File: config.mk
export PLATFORM = sky130hd
export DESIGN_NAME = mem_stage_lsu
export DESIGN_NICKNAME = d
export VERILOG_FILES = /design/src/rtl/lsu_pkg.sv /design/src/rtl/lsu_lane.sv /design/src/rtl/mem_stage_lsu.sv
export SDC_FILE = /design/constraint.sdc
export NUM_CORES = 1
export LEC_CHECK = 0
export CORE_MARGIN = 2
export CORE_UTILIZATION = 45
export DETAILED_ROUTE_END_ITERATION = 8
export PLACE_DENSITY = 0.9
export RECOVER_POWER = 50
export SLEW_MARGIN = 20
export SYNTH_ARGS = -nofsm -noshare
export SYNTH_HDL_FRONTEND = slang
export SYNTH_SLANG_ARGS = --single-unit
File: constraint.sdc
create_clock -name clk -period 4 [get_ports clk]
set_input_delay 0.4 -clock clk [delete_from_list [all_inputs] [get_ports clk]]
set_output_delay 0.4 -clock clk [all_outputs]
set_load 0.05 [all_outputs]
File: src/rtl/lsu_pkg.sv
// Shared types and constants for the MEM-stage load/store unit.
package lsu_pkg;

    typedef enum logic [1:0] {
        IDLE,
        REQ,
        DONE
    } lsu_state_t;

    localparam logic [3:0]  BE_WORD            = 4'hF;
    localparam logic [3:0]  BE_BYTE0           = 4'b0001;
    localparam logic [31:0] FAULT_DATA_DEFAULT = 32'hDEAD_BEEF;

endpackage

File: src/rtl/lsu_lane.sv
// Byte-lane steering: store replication / byte enables and load lane extraction.
module lsu_lane
    import lsu_pkg::*;
(
    input  logic        st_byte_i,
    input  logic [1:0]  st_offset_i,
    input  logic [31:0] st_wdata_i,
    output logic [31:0] st_wdata_o,
    output logic [3:0]  st_be_o,
    input  logic        ld_byte_i,
    input  logic [1:0]  ld_offset_i,
    input  logic [31:0] ld_rdata_i,
    output logic [31:0] ld_rdata_o
);

    // Store side: replicate the low byte to every lane so any lane can be enabled.
    always_comb begin
        if (st_byte_i) begin
            st_be_o    = BE_BYTE0 << st_offset_i;
            st_wdata_o = {4{st_wdata_i[7:0]}};
        end else begin
            st_be_o    = BE_WORD;
            st_wdata_o = st_wdata_i;
        end
    end

    // Load side: pick the addressed byte and zero-extend, or pass the full word.
    always_comb begin
        if (ld_byte_i) begin
            ld_rdata_o = {24'h0, ld_rdata_i[{ld_offset_i, 3'b000} +: 8]};
        end else begin
            ld_rdata_o = ld_rdata_i;
        end
    end

endmodule

File: src/rtl/mem_stage_lsu.sv
// MEM-stage load/store unit: one outstanding req/ready access, lane handling,
// pipeline stall generation and a bounded wait for the memory.
module mem_stage_lsu
    import lsu_pkg::*;
#(
    parameter int unsigned TIMEOUT_CYCLES = 255,
    parameter logic [31:0] FAULT_DATA     = FAULT_DATA_DEFAULT
) (
    input  logic        clk,
    input  logic        reset,
    input  logic        MemWriteM,
    input  logic        MemtoRegM,
    input  logic        ByteM,
    input  logic [31:0] ALUOutM,
    input  logic [31:0] WriteDataM,
    output logic        dmem_req,
    output logic        dmem_we,
    output logic [31:0] dmem_addr,
    output logic [31:0] dmem_wdata,
    output logic [3:0]  dmem_be,
    input  logic [31:0] dmem_rdata,
    input  logic        dmem_ready,
    output logic [31:0] ReadDataM,
    output logic        StallM,
    output logic        FaultM
);

    localparam logic [7:0] CntLast = 8'(TIMEOUT_CYCLES - 1);

    lsu_state_t  state_q, state_d;
    logic [7:0]  cnt_q, cnt_d;
    logic [1:0]  off_q, off_d;
    logic        byte_q, byte_d;
    logic        load_q, load_d;
    logic        fault_q, fault_d;
    logic        req_q, req_d;
    logic        we_q, we_d;
    logic [31:0] addr_q, addr_d;
    logic [31:0] wdata_q, wdata_d;
    logic [3:0]  be_q, be_d;
    logic [31:0] rdata_q, rdata_d;

    logic        access;
    logic        misaligned;
    logic [31:0] lane_wdata;
    logic [3:0]  lane_be;
    logic [31:0] lane_rdata;

    assign access     = MemWriteM | MemtoRegM;
    assign misaligned = !ByteM && (ALUOutM[1:0] != 2'b00);

    lsu_lane u_lane (
        .st_byte_i   (ByteM),
        .st_offset_i (ALUOutM[1:0]),
        .st_wdata_i  (WriteDataM),
        .st_wdata_o  (lane_wdata),
        .st_be_o     (lane_be),
        .ld_byte_i   (byte_q),
        .ld_offset_i (off_q),
        .ld_rdata_i  (dmem_rdata),
        .ld_rdata_o  (lane_rdata)
    );

    // Next-state: accept an access in IDLE, wait for ready or timeout in REQ, retire in DONE.
    always_comb begin
        state_d = state_q;
        cnt_d   = cnt_q;
        off_d   = off_q;
        byte_d  = byte_q;
        load_d  = load_q;
        fault_d = fault_q;
        req_d   = req_q;
        we_d    = we_q;
        addr_d  = addr_q;
        wdata_d = wdata_q;
        be_d    = be_q;
        rdata_d = rdata_q;
        unique case (state_q)
            IDLE: begin
                if (access) begin
                    if (misaligned) begin
                        // No bus cycle; only a load has a destination for the fault value.
                        fault_d = 1'b1;
                        if (!MemWriteM) rdata_d = FAULT_DATA;
                        state_d = DONE;
                    end else begin
                        off_d   = ALUOutM[1:0];
                        byte_d  = ByteM;
                        load_d  = !MemWriteM;
                        req_d   = 1'b1;
                        we_d    = MemWriteM;
                        addr_d  = {ALUOutM[31:2], 2'b00};
                        wdata_d = lane_wdata;
                        be_d    = lane_be;
                        cnt_d   = 8'd0;
                        state_d = REQ;
                    end
                end
            end
            REQ: begin
                if (dmem_ready) begin
                    req_d   = 1'b0;
                    we_d    = 1'b0;
                    be_d    = 4'h0;
                    if (load_q) rdata_d = lane_rdata;
                    state_d = DONE;
                end else if (cnt_q == CntLast) begin
                    req_d   = 1'b0;
                    we_d    = 1'b0;
                    be_d    = 4'h0;
                    fault_d = 1'b1;
                    if (load_q) rdata_d = FAULT_DATA;
                    state_d = DONE;
                end else begin
                    cnt_d = cnt_q + 8'd1;
                end
            end
            DONE: begin
                fault_d = 1'b0;
                state_d = IDLE;
            end
            default: state_d = IDLE;
        endcase
    end

    // State and registered bus/result outputs.
    always_ff @(posedge clk or posedge reset) begin
        if (reset) begin
            state_q <= IDLE;
            cnt_q   <= 8'd0;
            off_q   <= 2'b00;
            byte_q  <= 1'b0;
            load_q  <= 1'b0;
            fault_q <= 1'b0;
            req_q   <= 1'b0;
            we_q    <= 1'b0;
            addr_q  <= 32'h0;
            wdata_q <= 32'h0;
            be_q    <= 4'h0;
            rdata_q <= 32'h0;
        end else begin
            state_q <= state_d;
            cnt_q   <= cnt_d;
            off_q   <= off_d;
            byte_q  <= byte_d;
            load_q  <= load_d;
            fault_q <= fault_d;
            req_q   <= req_d;
            we_q    <= we_d;
            addr_q  <= addr_d;
            wdata_q <= wdata_d;
            be_q    <= be_d;
            rdata_q <= rdata_d;
        end
    end

    // Stall covers the detect cycle and the wait; DONE lets the pipeline advance.
    always_comb begin
        StallM = 1'b0;
        if (!reset) begin
            unique case (state_q)
                IDLE:    StallM = access;
                REQ:     StallM = 1'b1;
                default: StallM = 1'b0;
            endcase
        end
    end

    assign FaultM     = (state_q == DONE) && fault_q;
    assign dmem_req   = req_q;
    assign dmem_we    = we_q;
    assign dmem_addr  = addr_q;
    assign dmem_wdata = wdata_q;
    assign dmem_be    = be_q;
    assign ReadDataM  = rdata_q;

endmodule

[Word-level counts from Yosys, hierarchy flattened]
Cells that the tools add are included.
Word-level totals
  flip-flop bits (word level): 115
  input bits: 102
  output and inout port bits: 104
  logic and storage cells: 84
Cells by class
  add/sub/neg operators: 1
  eq/ne operators: 12
  shift operators: 2
  multiplexer cells: 41
  bitwise gates (word level): 2
  reduce and logical (&&, ||, !) cells: 14
Operator list (number)
  32-bit 2-to-1 mux: 9
  32-bit case mux with 2 select lines: 1
  8-bit 2-to-1 mux: 4
  32-bit by 6-bit variable part select with 8-bit output: 1
  4-bit 2-to-1 mux: 5
  2-bit inequality test, second input constant: 8
  8-bit case mux with 2 select lines: 1
  1-bit 2-to-1 mux: 11
  5-bit AND reduction: 2
  8-bit by 1-bit adder with 8-bit output, second input constant: 1
  8-bit equality test, second input constant: 1
  2-bit 2-to-1 mux: 4
  4-bit case mux with 2 select lines: 1
  1-bit case mux with 2 select lines: 3
  6-bit AND reduction: 1
  2-bit case mux with 2 select lines: 1
  4-bit AND reduction: 1
  2-bit nonzero test: 2
  1-bit by 2-bit left shift with 4-bit output, first input constant: 1
  3-bit inequality test, second input constant: 1
  1-bit case mux with 3 select lines: 1
  3-bit AND reduction: 1
  3-bit nonzero test: 1
  2-bit by 1-bit equality test with 1-bit output, second input constant: 1
  other kinds (7): 9

[Depth between registers and ports, before layout]
Gate-level depths: netlist of run 1.
  depth after elaboration: 5
  gate-level depth with buffers: 8
  mapped depth without buffers: 6

[Modules after synthesis]
A second synthesis of run 1 with hierarchy kept.
Unflattened totals
  cells, all modules: 630
  area total of the unflattened synthesis: 5788.1 um^2
Modules (own cells, without submodules)
  mem_stage_lsu: instances 1, cells an instance 492, area each 4878.4 um^2, seq. area each 2877.8 um^2
  lsu_lane: instances 1, cells an instance 138, area each 909.6 um^2, seq. area each 0.0 um^2

[Worst setup path after synthesis of run 1]
Ideal clock, no wire load.
  path type: flip-flop to output port
  start: register state_q[1]
  end: output StallM
  arrival: 1.875 ns
  data required time: 3.600 ns
  slack: 1.725 ns
  stages on the path, launching flop included: 4
  path buffers: 2
  cells stage by stage: dfrtp_1 -> clkbuf_1 -> clkbuf_1 -> nor3_1
Between the ends
  cells in the longest elaborated chain, start to end: 3
  elaborated cells on any way between the ends: 4
  classes of those cells: eq/ne (1); mux (2); reduce/logical (1)
RTL lines
  start, declared: line mem_stage_lsu.sv:30  | lsu_state_t state_q, state_d;
  start signal, assigned: line mem_stage_lsu.sv:142  | state_q <= state_d;
  2-bit by 1-bit equality test with 1-bit output / 2-bit zero test (equally long branches): line mem_stage_lsu.sv:161  | unique case (state_q)
  1-bit case mux with 2 select lines *: line mem_stage_lsu.sv:161
  1-bit 2-to-1 mux *: line mem_stage_lsu.sv:160  | if (!reset) begin
  end, declared: line mem_stage_lsu.sv:24  | output logic StallM,
Every way passes the cells marked *; elsewhere a longest branch is shown, timed or not.

[Worst setup path in the final report of run 1]
  start: input ByteM
  end: register wdata_q[0] (netlist: dmem_wdata[0])
Between the ends
  cells in the longest elaborated chain, start to end: 4
RTL lines
  start, declared: line mem_stage_lsu.sv:13  | input logic ByteM,
  1-bit zero test: line mem_stage_lsu.sv:50  | assign misaligned = !ByteM && (ALUOutM[1:0] != 2'b00);
  1-bit logical AND: line mem_stage_lsu.sv:50
  1-bit inverter (no line)
  3-bit AND reduction (no line)
  end signal, assigned: line mem_stage_lsu.sv:151  | wdata_q <= wdata_d;
  end, declared: line mem_stage_lsu.sv:39  | logic [31:0] wdata_q, wdata_d;
No other way between the ends.
A chain may end at the register's enable or synchronous reset.

==> impl_metrics.ini, run 1 <==
[logic_synthesis]
synth-edff-count = 0
synthMostInstantiatedCell = nand2_1
synthesis.yosys.warnings = 0
synth.cell_area_mm2 = 0.005547
leading_cell_types_by_total_area_after_synthesis = dfrtp_1 (52%), nand2_1 (12%), mux2i_1 (7.0%)
netlist.area_leader.share = 0.5188
synth_top_cells_by_count = nand2_1 (172), dfrtp_1 (115), o21ai_0 (55)
synth_area_per_cell_um2 = 10.01
synthesis.instances = 554
synth_top_area_cell = dfrtp_1
postSynthRegisterBits = 115
synth_sequential_area_ratio = 0.5188
dominantRegCellSynth = dfrtp_1
synth-async-reset-ratio = 1.000
yosys.cell_types.count = 43

[global_route]
grt_pass1_wl_um = 24680
number_of_global_route_vias_before_repair = 5055
overflow = 0
grt_start_max_net_pins = 90
total_routing_usage_reported_by_global_routing = 0.2414
antenna_violations_before_repair = 2

[timing]
fin_worst_skew_ns = 0.01230
timing_max_transition_violations_final = 133
max-slew-margin-rel = -0.3097
rsz_0062_raised_after_global_routing = no
timing.final.hold_violations = 0
hold_ws_ns = 0.4675
setup_viol = 0
tightestPinTransition_ns = 1.965
timing.fmax_mhz = 337.7
layout_min_cycle_time_ns = 2.961
fin_tns_setup_ns = 0
finalCritPeriodShare = 0.7403

[die]
floorplan.io_pins = 206
floorplan.core_area_mm2 = 0.01201
fp.dieH_um = 115.0
fp-row-count = 40
die_w_um = 115.0
initial_utilization = 0.4618
die_area_mm2 = 0.01323

[clock_tree]
tritoncts = yes
number_of_levels_in_the_clock_h_tree = 4
numCtsBuffers = 17
clock-sinks = 115
worst_setup_hold_path_clk_slew_ns = 0.05
latest_clock_arrival_within_the_worst_skew_pair_ns = 0.41
clock_tree.root_cell = clkbuf_16
clockBufferDepth = 2
cts.repair_timing.setup_buffer_count = 0
post_cts_resized = 0
ctsHoldBuffers = 0

[layout]
drive_above_1_share = 0.1003
design.final.nets = 849
instances_no_fill = 907
syn2layout_area_growth_pct = 47.24

[worst_setup_path]
crit_fanout = 42
critPathArrivalTime_ns = 3.31
worstSetupEndpointType = flip-flop
path_class = in -> reg
crit-reg2reg-launch = state_q[0]$_DFFE_PP0P_
worst-endpoint-required_ns = 4.35
timing.critical_path.from_type = input port
reg2reg_to = dmem_wdata[0]$_DFFE_PP0P_
reg2regPathDepth = 5
regToRegSetupSlack_ns = 1.13

[hold_path]
min_from = dmem_addr[25]$_DFFE_PP0P_
hp-class = reg -> reg
timing.hold.worst_path_depth = 2
min_delay_worst_endpoint = dmem_addr[25]$_DFFE_PP0P_

[detailed_routing]
wire_per_inst_um = 17.12
final_antenna_net_count = 0
first_iter_violations = 359
detailroute.via_count = 4837
firstDrtPassIters = 4
drc = 0
avgViaCountPerCell = 5.333
finalWirelength_um = 15530

[place]
post-place-cells = 873
port-buffer-count = 203
gpl.final_weighted_congestion = 0.8319
dp.final_hpwl_um = 11140

[flow_run]
cap_viol_max_count = 2

[run_status]
failed_checks = max-capacitance violations, max-slew violations
outcome = finished, violations left

[power]
peakVddDrop_mv = 0.6600
post-layout-total-power_mw = 7.100
static_leakage_nw = 3.737
powerDensity_mw_per_mm2 = 869.4
## how the worst max path moves through the flow
stage / start / end / slack (ns)
3_5_place_dp: ByteM / ReadDataM[29]$_DFFE_PP0P_ / 1.18
3_3_place_gp: ByteM / ReadDataM[30]$_DFFE_PP0P_ / 1.25
2_1_floorplan: reset / ReadDataM[0]$_DFFE_PP0P_ / 0.56
4_1_cts: state_q[1]$_DFFE_PP0P_ / FaultM / 1.35
5_1_grt: ByteM / dmem_wdata[0]$_DFFE_PP0P_ / 0.81
6_report: ByteM / dmem_wdata[0]$_DFFE_PP0P_ / 1.04
## state kept, by name (all words and copies together), names as in the netlist, 2 cells and up
name and flops:
ReadDataM 32, cnt_q 8, dmem_addr 30, dmem_be 4
dmem_wdata 32, off_q 2, state_q 2
## through the flow
step | cell area (um2) | util | worst slack, ns
finish | 8167 | 0.6799 | 1.039
floorplan | 5550 | - | 0.5559
detailed placement | 7615 | 0.6340 | 1.184
global placement | 7615 | 0.6340 | 1.251
global route | 8167 | 0.6799 | 0.8061
CTS | 8172 | 0.6803 | 1.353
## where the power goes
part           total (mW)  leakage (nW)  internal, mW  switching (mW)
registers            2.05          1.37          1.63           0.419
clock network        1.41         0.271         0.894           0.518
logic                3.64          2.10          1.25            2.39
total                7.10          3.74          3.78            3.32
## cell families after synthesis
kind of cell | after synthesis | share of synthesized area
XOR/XNOR | 3 | 0.004738
AO/OA/AOI/OAI | 85 | 0.08955
adder cells (fa/ha/maj) | 2 | 0.004511
buffers and inverters | 70 | 0.06090
AND/OR/NAND/NOR | 206 | 0.1536
flip-flops | 115 | 0.5188
multiplexers | 72 | 0.1672
other | 1 | 0.0006761
## layer usage
| layer | up-vias | GRT usage | share of wire |
|---|---|---|---|
| li1 | 2235 | - | - |
| met1 | 2351 | 0.2848 | 0.40 |
| met2 | 222 | 0.3949 | 0.48 |
| met3 | 29 | 0.08540 | 0.091 |
| met4 | 0 | 0.1157 | 0.029 |
| met5 | - | 0 | 0 |
## worst max-delay path, cell delays in order
cell and delay, ns:
buf_2 0.62, o21ba_1 0.29, nor3_2 0.15, clkbuf_1 1.42
nand2_1 0.25, nand2_1 0.13
## layout make-up
type / instances / area, um2
fill: 884 / 3845
sequential: 115 / 2878
multi-input combinational: 370 / 2342
timing repair buffer: 210 / 2081
clock buffer: 22 / 474.2
tap: 147 / 183.9
inverter: 31 / 120.1
clock inverter: 10 / 82.58
antenna: 2 / 5.005
## layout by cell type (no fill, tap or decap), drive strengths merged, types with 3 or more instances in the layout
cell,netlist,routed
nand2,172,172
nand3,6,6
buf,16,5
nor4,4,4
xor2,3,3
clkdlybuf4s50,0,163
or3,4,4
dfrtp,115,115
a21oi,13,13
mux4,7,7
clkinv,0,6
inv,31,30
nand4,3,3
nor3,5,5
mux2i,39,39
o21ai,55,55
clkbuf,23,25
mux2,26,26
clkinvlp,0,4
dlygate4sd3,0,39
Note: power is estimated with default switching activity, not from simulation.
==> run 2: changes to the inputs <==
--- a/config.mk
+++ b/config.mk
@@ -6,9 +6,9 @@
 export NUM_CORES = 1
 export LEC_CHECK = 0
 export CORE_MARGIN = 2
-export CORE_UTILIZATION = 45
+export CORE_UTILIZATION = 40
 export DETAILED_ROUTE_END_ITERATION = 8
-export PLACE_DENSITY = 0.9
+export PLACE_DENSITY = 0.85
 export RECOVER_POWER = 50
 export SLEW_MARGIN = 20
 export SYNTH_ARGS = -nofsm -noshare
==> constraint.sdc (replaced) <==
create_clock -name clk -period 2.65 [get_ports clk]
set_input_delay 0.265 -clock clk [delete_from_list [all_inputs] [get_ports clk]]
set_output_delay 0.265 -clock clk [all_outputs]
set_load 0.05 [all_outputs]
==> impl_metrics.ini, run 2 (synthesis results as in run 1) <==
[hold_path]
timing.hold.worst_path_depth = 3
min_from = ALUOutM[26]
min_delay_worst_endpoint = dmem_addr[26]$_DFFE_PP0P_
hp-class = in -> reg

[worst_setup_path]
timing.critical_path.from_type = flip-flop
regToRegSetupSlack_ns = 0.28
timing.critical_path.cells = and4_1 -> a41oi_4 -> a221o_2 -> buf_4 -> mux2i_1
reg2regPathDepth = 5
path_class = reg -> reg
worstSetupEndpointType = flip-flop
crit-reg2reg-launch = cnt_q[4]$_DFFE_PP0P_
crit_fanout = 27
timing.critical_path.from = cnt_q[4]$_DFFE_PP0P_
cp_slowest_cell = a221o_2
critPathArrivalTime_ns = 2.69
max_stage_delay_ns = 0.80
worst-endpoint-required_ns = 2.97
reg2reg_to = ReadDataM[20]$_DFFE_PP0P_

[global_route]
antenna_violations_before_repair = 0
grt_pass1_wl_um = 24080
number_of_global_route_vias_before_repair = 4757
grt_start_max_net_pins = 116
total_routing_usage_reported_by_global_routing = 0.2100
overflow = 0

[detailed_routing]
final_antenna_net_count = 0
detailroute.via_count = 4761
avgViaCountPerCell = 5.049
finalWirelength_um = 15000
drc = 0
firstDrtPassIters = 4
first_iter_violations = 253
wire_per_inst_um = 15.91

[layout]
most-common-layout-cells = nand2_1 (172), clkdlybuf4s50_1 (162), dfrtp_1 (115), o21ai_0 (55), dlygate4sd3_1 (40)
design.final.nets = 855
final_common_cell = nand2_1
final_area_mm2 = 0.008293
diodes = 0
syn2layout_area_growth_pct = 49.51
drive_above_1_share = 0.1048

[die]
die_area_mm2 = 0.01482
floorplan.core_area_mm2 = 0.01372
floorplan.io_pins = 206
initial_utilization = 0.4043
die_w_um = 121.8
fp.dieH_um = 121.8
fp-row-count = 43

[power]
static_leakage_nw = 3.780
peakVddDrop_mv = 0.7572
powerDensity_mw_per_mm2 = 1307

[clock_tree]
worst_setup_hold_path_clk_slew_ns = 0.05
numCtsBuffers = 17
clock_tree.root_cell = clkbuf_16
clock-sinks = 115
post_cts_resized = 0
ctsHoldBuffers = 0
number_of_levels_in_the_clock_h_tree = 4
clockBufferDepth = 2
latest_clock_arrival_within_the_worst_skew_pair_ns = 0.40
tritoncts = yes
cts.repair_timing.setup_buffer_count = 0

[timing]
fin_tns_setup_ns = 0
timing.fmax_mhz = 421.4
tightestPinTransition_ns = 1.628
max-slew-margin-rel = -0.08520
timing.final.hold_violations = 0
fin_worst_skew_ns = 0.007556
rsz_0062_raised_after_global_routing = no
layout_min_cycle_time_ns = 2.373
timing_max_transition_violations_final = 116
setup_viol = 0
finalCritPeriodShare = 0.8954

[run_status]
failed_checks = max-capacitance violations, max-slew violations
outcome = finished, violations left

[place]
dp.final_hpwl_um = 10420
gpl.final_weighted_congestion = 0.8092
port-buffer-count = 203
placedInstanceArea_mm2 = 0.007715

[flow_run]
cap_viol_max_count = 1
==> run 2: cell count changes in the layout (fill, tap and decap cells not counted), moves of 2 or more <==
cell       previous run  this run
buf_4                 3         8
clkinv_2              6         1
bufinv_16             1         3
diode_2               2         0
==> run 2: routing by layer <==
metal,vias up,GRT usage,routed length [um]
met4,0,0.07830,213
li1,2248,-,-
met5,-,0,0
met3,18,0.07537,1247
met2,195,0.3425,7357
met1,2300,0.2560,6184
==> run 2: layout make-up <==
type / count / area (um2)
clock buffer: 23 / 478.0
clock inverter: 8 / 126.4
fill: 1143 / 5426
inverter: 31 / 120.1
multi-input combinational: 370 / 2340
sequential: 115 / 2878
tap: 180 / 225.2
timing repair buffer: 216 / 2126
==> run 2: report_power, final <==
part / internal (mW) / switching, mW
registers: 2.46 / 0.566
clock network: 1.55 / 0.783
logic: 1.89 / 3.59
==> run 2: worst max-delay path by stage <==
stage                                end  slack [ns]
2_1_floorplan                     StallM        0.51
3_3_place_gp   ReadDataM[22]$_DFFE_PP0P_        0.28
3_5_place_dp   ReadDataM[20]$_DFFE_PP0P_        0.23
4_1_cts                           FaultM        0.30
5_1_grt        ReadDataM[20]$_DFFE_PP0P_        0.15
6_report       ReadDataM[20]$_DFFE_PP0P_        0.28
==> run 2: per-stage QoR <==
step	setup WS, ns	power, mW	cells	util	hold WS, ns
after floorplan	0.5099	6.794	555	-	0.3507
after global routing	0.1473	11.42	943	0.6045	0.3696
after CTS	0.3026	11.06	943	0.6064	0.3613
after global placement	0.2844	8.555	912	0.5623	0.4567
final	0.2772	10.84	943	0.6045	0.3836
after detailed placement	0.2272	8.674	912	0.5623	0.4608
==> run 2: worst max-delay path, delay by kind of cell, from the launching register on <==
family	cells	cell delay, ns
AOI/OAI and AO/OA	2	1.09
DFF	1	0.44
buffers and inverters	1	0.29
and+or+nand+nor	1	0.25
muxes	1	0.21
==> run 3: changes to the inputs <==
--- a/config.mk
+++ b/config.mk
@@ -10,6 +10,7 @@
 export DETAILED_ROUTE_END_ITERATION = 8
 export PLACE_DENSITY = 0.85
 export RECOVER_POWER = 50
+export REMOVE_ABC_BUFFERS = 1
 export SLEW_MARGIN = 20
 export SYNTH_ARGS = -nofsm -noshare
 export SYNTH_HDL_FRONTEND = slang
==> impl_metrics.ini, run 3 (synthesis results as in run 1) <==
[die]
floorplan.core_area_mm2 = 0.01372
fp-row-count = 43
die_area_mm2 = 0.01482
floorplan.io_pins = 206
initial_utilization = 0.4043
die_w_um = 121.8
fp.dieH_um = 121.8

[timing]
rsz_0062_raised_after_global_routing = no
fin_worst_skew_ns = 0.008412
timing.final.hold_violations = 0
tightestPinTransition_ns = 1.543
setup_viol = 0
max-slew-margin-rel = -0.03432
timing_max_transition_violations_final = 32
fin_tns_setup_ns = 0
finalCritPeriodShare = 0.8827
timing.fmax_mhz = 427.5
layout_min_cycle_time_ns = 2.339
hold_ws_ns = 0.3825

[global_route]
grt_pass1_wl_um = 23600
grt_start_max_net_pins = 45
total_routing_usage_reported_by_global_routing = 0.2060
antenna_violations_before_repair = 0
number_of_global_route_vias_before_repair = 4676
overflow = 0

[clock_tree]
cts.repair_timing.setup_buffer_count = 0
post_cts_resized = 0
clock_tree.root_cell = clkbuf_16
clock-sinks = 115
tritoncts = yes
number_of_levels_in_the_clock_h_tree = 4
ctsHoldBuffers = 0
numCtsBuffers = 17
clockBufferDepth = 2
worst_setup_hold_path_clk_slew_ns = 0.05
latest_clock_arrival_within_the_worst_skew_pair_ns = 0.41

[detailed_routing]
first_iter_violations = 186
final_antenna_net_count = 0
wire_per_inst_um = 15.42
drc = 0
firstDrtPassIters = 4
finalWirelength_um = 14550
detailroute.via_count = 4657
avgViaCountPerCell = 4.933

[place]
port-buffer-count = 203
dp.final_hpwl_um = 10420
gpl.final_weighted_congestion = 0.8082

[layout]
final_common_cell = clkdlybuf4s50_1
most-common-layout-cells = clkdlybuf4s50_1 (201), nand2_1 (172), dfrtp_1 (115), o21ai_0 (55), mux2i_1 (39)
design.final.nets = 857
syn2layout_area_growth_pct = 49.06
drive_above_1_share = 0.1099
diodes = 0
fillerInstances = 1139

[worst_setup_path]
crit-reg2reg-launch = state_q[1]$_DFFE_PP0P_
crit_fanout = 10
worst-endpoint-required_ns = 2.38
timing.critical_path.from = state_q[0]$_DFFE_PP0P_
max_stage_delay_ns = 0.82
critPathArrivalTime_ns = 2.07
timing.critical_path.from_type = flip-flop
regToRegSetupSlack_ns = 0.33
reg2regPathDepth = 5
path_class = reg -> out
timing.critical_path.cells = inv_1 -> and3_1 -> clkdlybuf4s50_1
worstSetupEndpointType = output port
reg2reg_to = dmem_wdata[15]$_DFFE_PP0P_
cp_slowest_cell = clkdlybuf4s50_1

[hold_path]
timing.hold.worst_path_depth = 3
hp-class = in -> reg
min_from = ALUOutM[22]
min_delay_worst_endpoint = dmem_addr[22]$_DFFE_PP0P_

[run_status]
failed_checks = max-capacitance violations, max-slew violations
outcome = finished, violations left

[power]
static_leakage_nw = 3.775
peakVddDrop_mv = 0.9422
powerDensity_mw_per_mm2 = 1315

[flow_run]
cap_viol_max_count = 1
==> run 3: cell count changes in the layout (fill, tap and decap cells not counted), sizes merged <==
cell,change
clkinvlp,-2
clkbuf,-3
clkdlybuf4s50,+39
buf,+1
dlygate4sd3,-39
clkinv,+4
inv,+1
==> run 3: worst max path at each step <==
stage / to / slack [ns] / cells past startpoint
2_1_floorplan: ReadDataM[0]$_DFFE_PP0P_ / -0.66 / 1
3_3_place_gp: cnt_q[6]$_DFFE_PP0P_ / 0.42 / 5
3_5_place_dp: cnt_q[5]$_DFFE_PP0P_ / 0.35 / 6
4_1_cts: FaultM / 0.30 / 3
5_1_grt: dmem_wdata[18]$_DFFE_PP0P_ / 0.12 / 5
6_report: FaultM / 0.31 / 3
==> run 3: layer usage <==
layer / global-route usage / wire, um / vias to the layer above
met4: 0.06466 / 170 / 0
li1: - / - / 2235
met2: 0.3366 / 6970 / 183
met1: 0.2539 / 6224 / 2220
met3: 0.07678 / 1188 / 19
met5: 0 / 0 / -
==> run 3: cell type report <==
type | count | area [um2] | share of cell area
multi-input cells | 370 | 2317 | 0.2803
clock inverters | 11 | 136.4 | 0.01650
well taps | 180 | 225.2 | 0.02724
flip-flops and latches | 115 | 2878 | 0.3481
inverters | 31 | 117.6 | 0.01423
clock buffers | 19 | 442.9 | 0.05357
repair buffers | 218 | 2151 | 0.2601
==> run 3: power breakdown <==
group | leakage [nW] | internal (mW) | switching [mW]
clock | 0.288 | 1.48 | 0.795
sequential | 1.37 | 2.46 | 0.580
combinational | 2.12 | 1.99 | 3.57
==> run 3: worst max-delay path, delay by kind of cell (launching register included) <==
kind,cells,cell delay [ns]
flops,1,0.47
buf+inv,2,1.02
simple gates,1,0.18
==> run 3: stage by stage <==
step	area [um2]	power, mW	cells	setup slack [ns]	util
6_report	8268	10.88	944	0.3108	0.6026
2_1_floorplan	5329	6.638	516	-0.6591	-
3_3_place_gp	7741	8.575	914	0.4158	0.5643
4_1_cts	8320	11.02	944	0.2986	0.6065
3_5_place_dp	7741	8.693	914	0.3502	0.5643
5_1_grt	8268	11.46	944	0.1207	0.6026
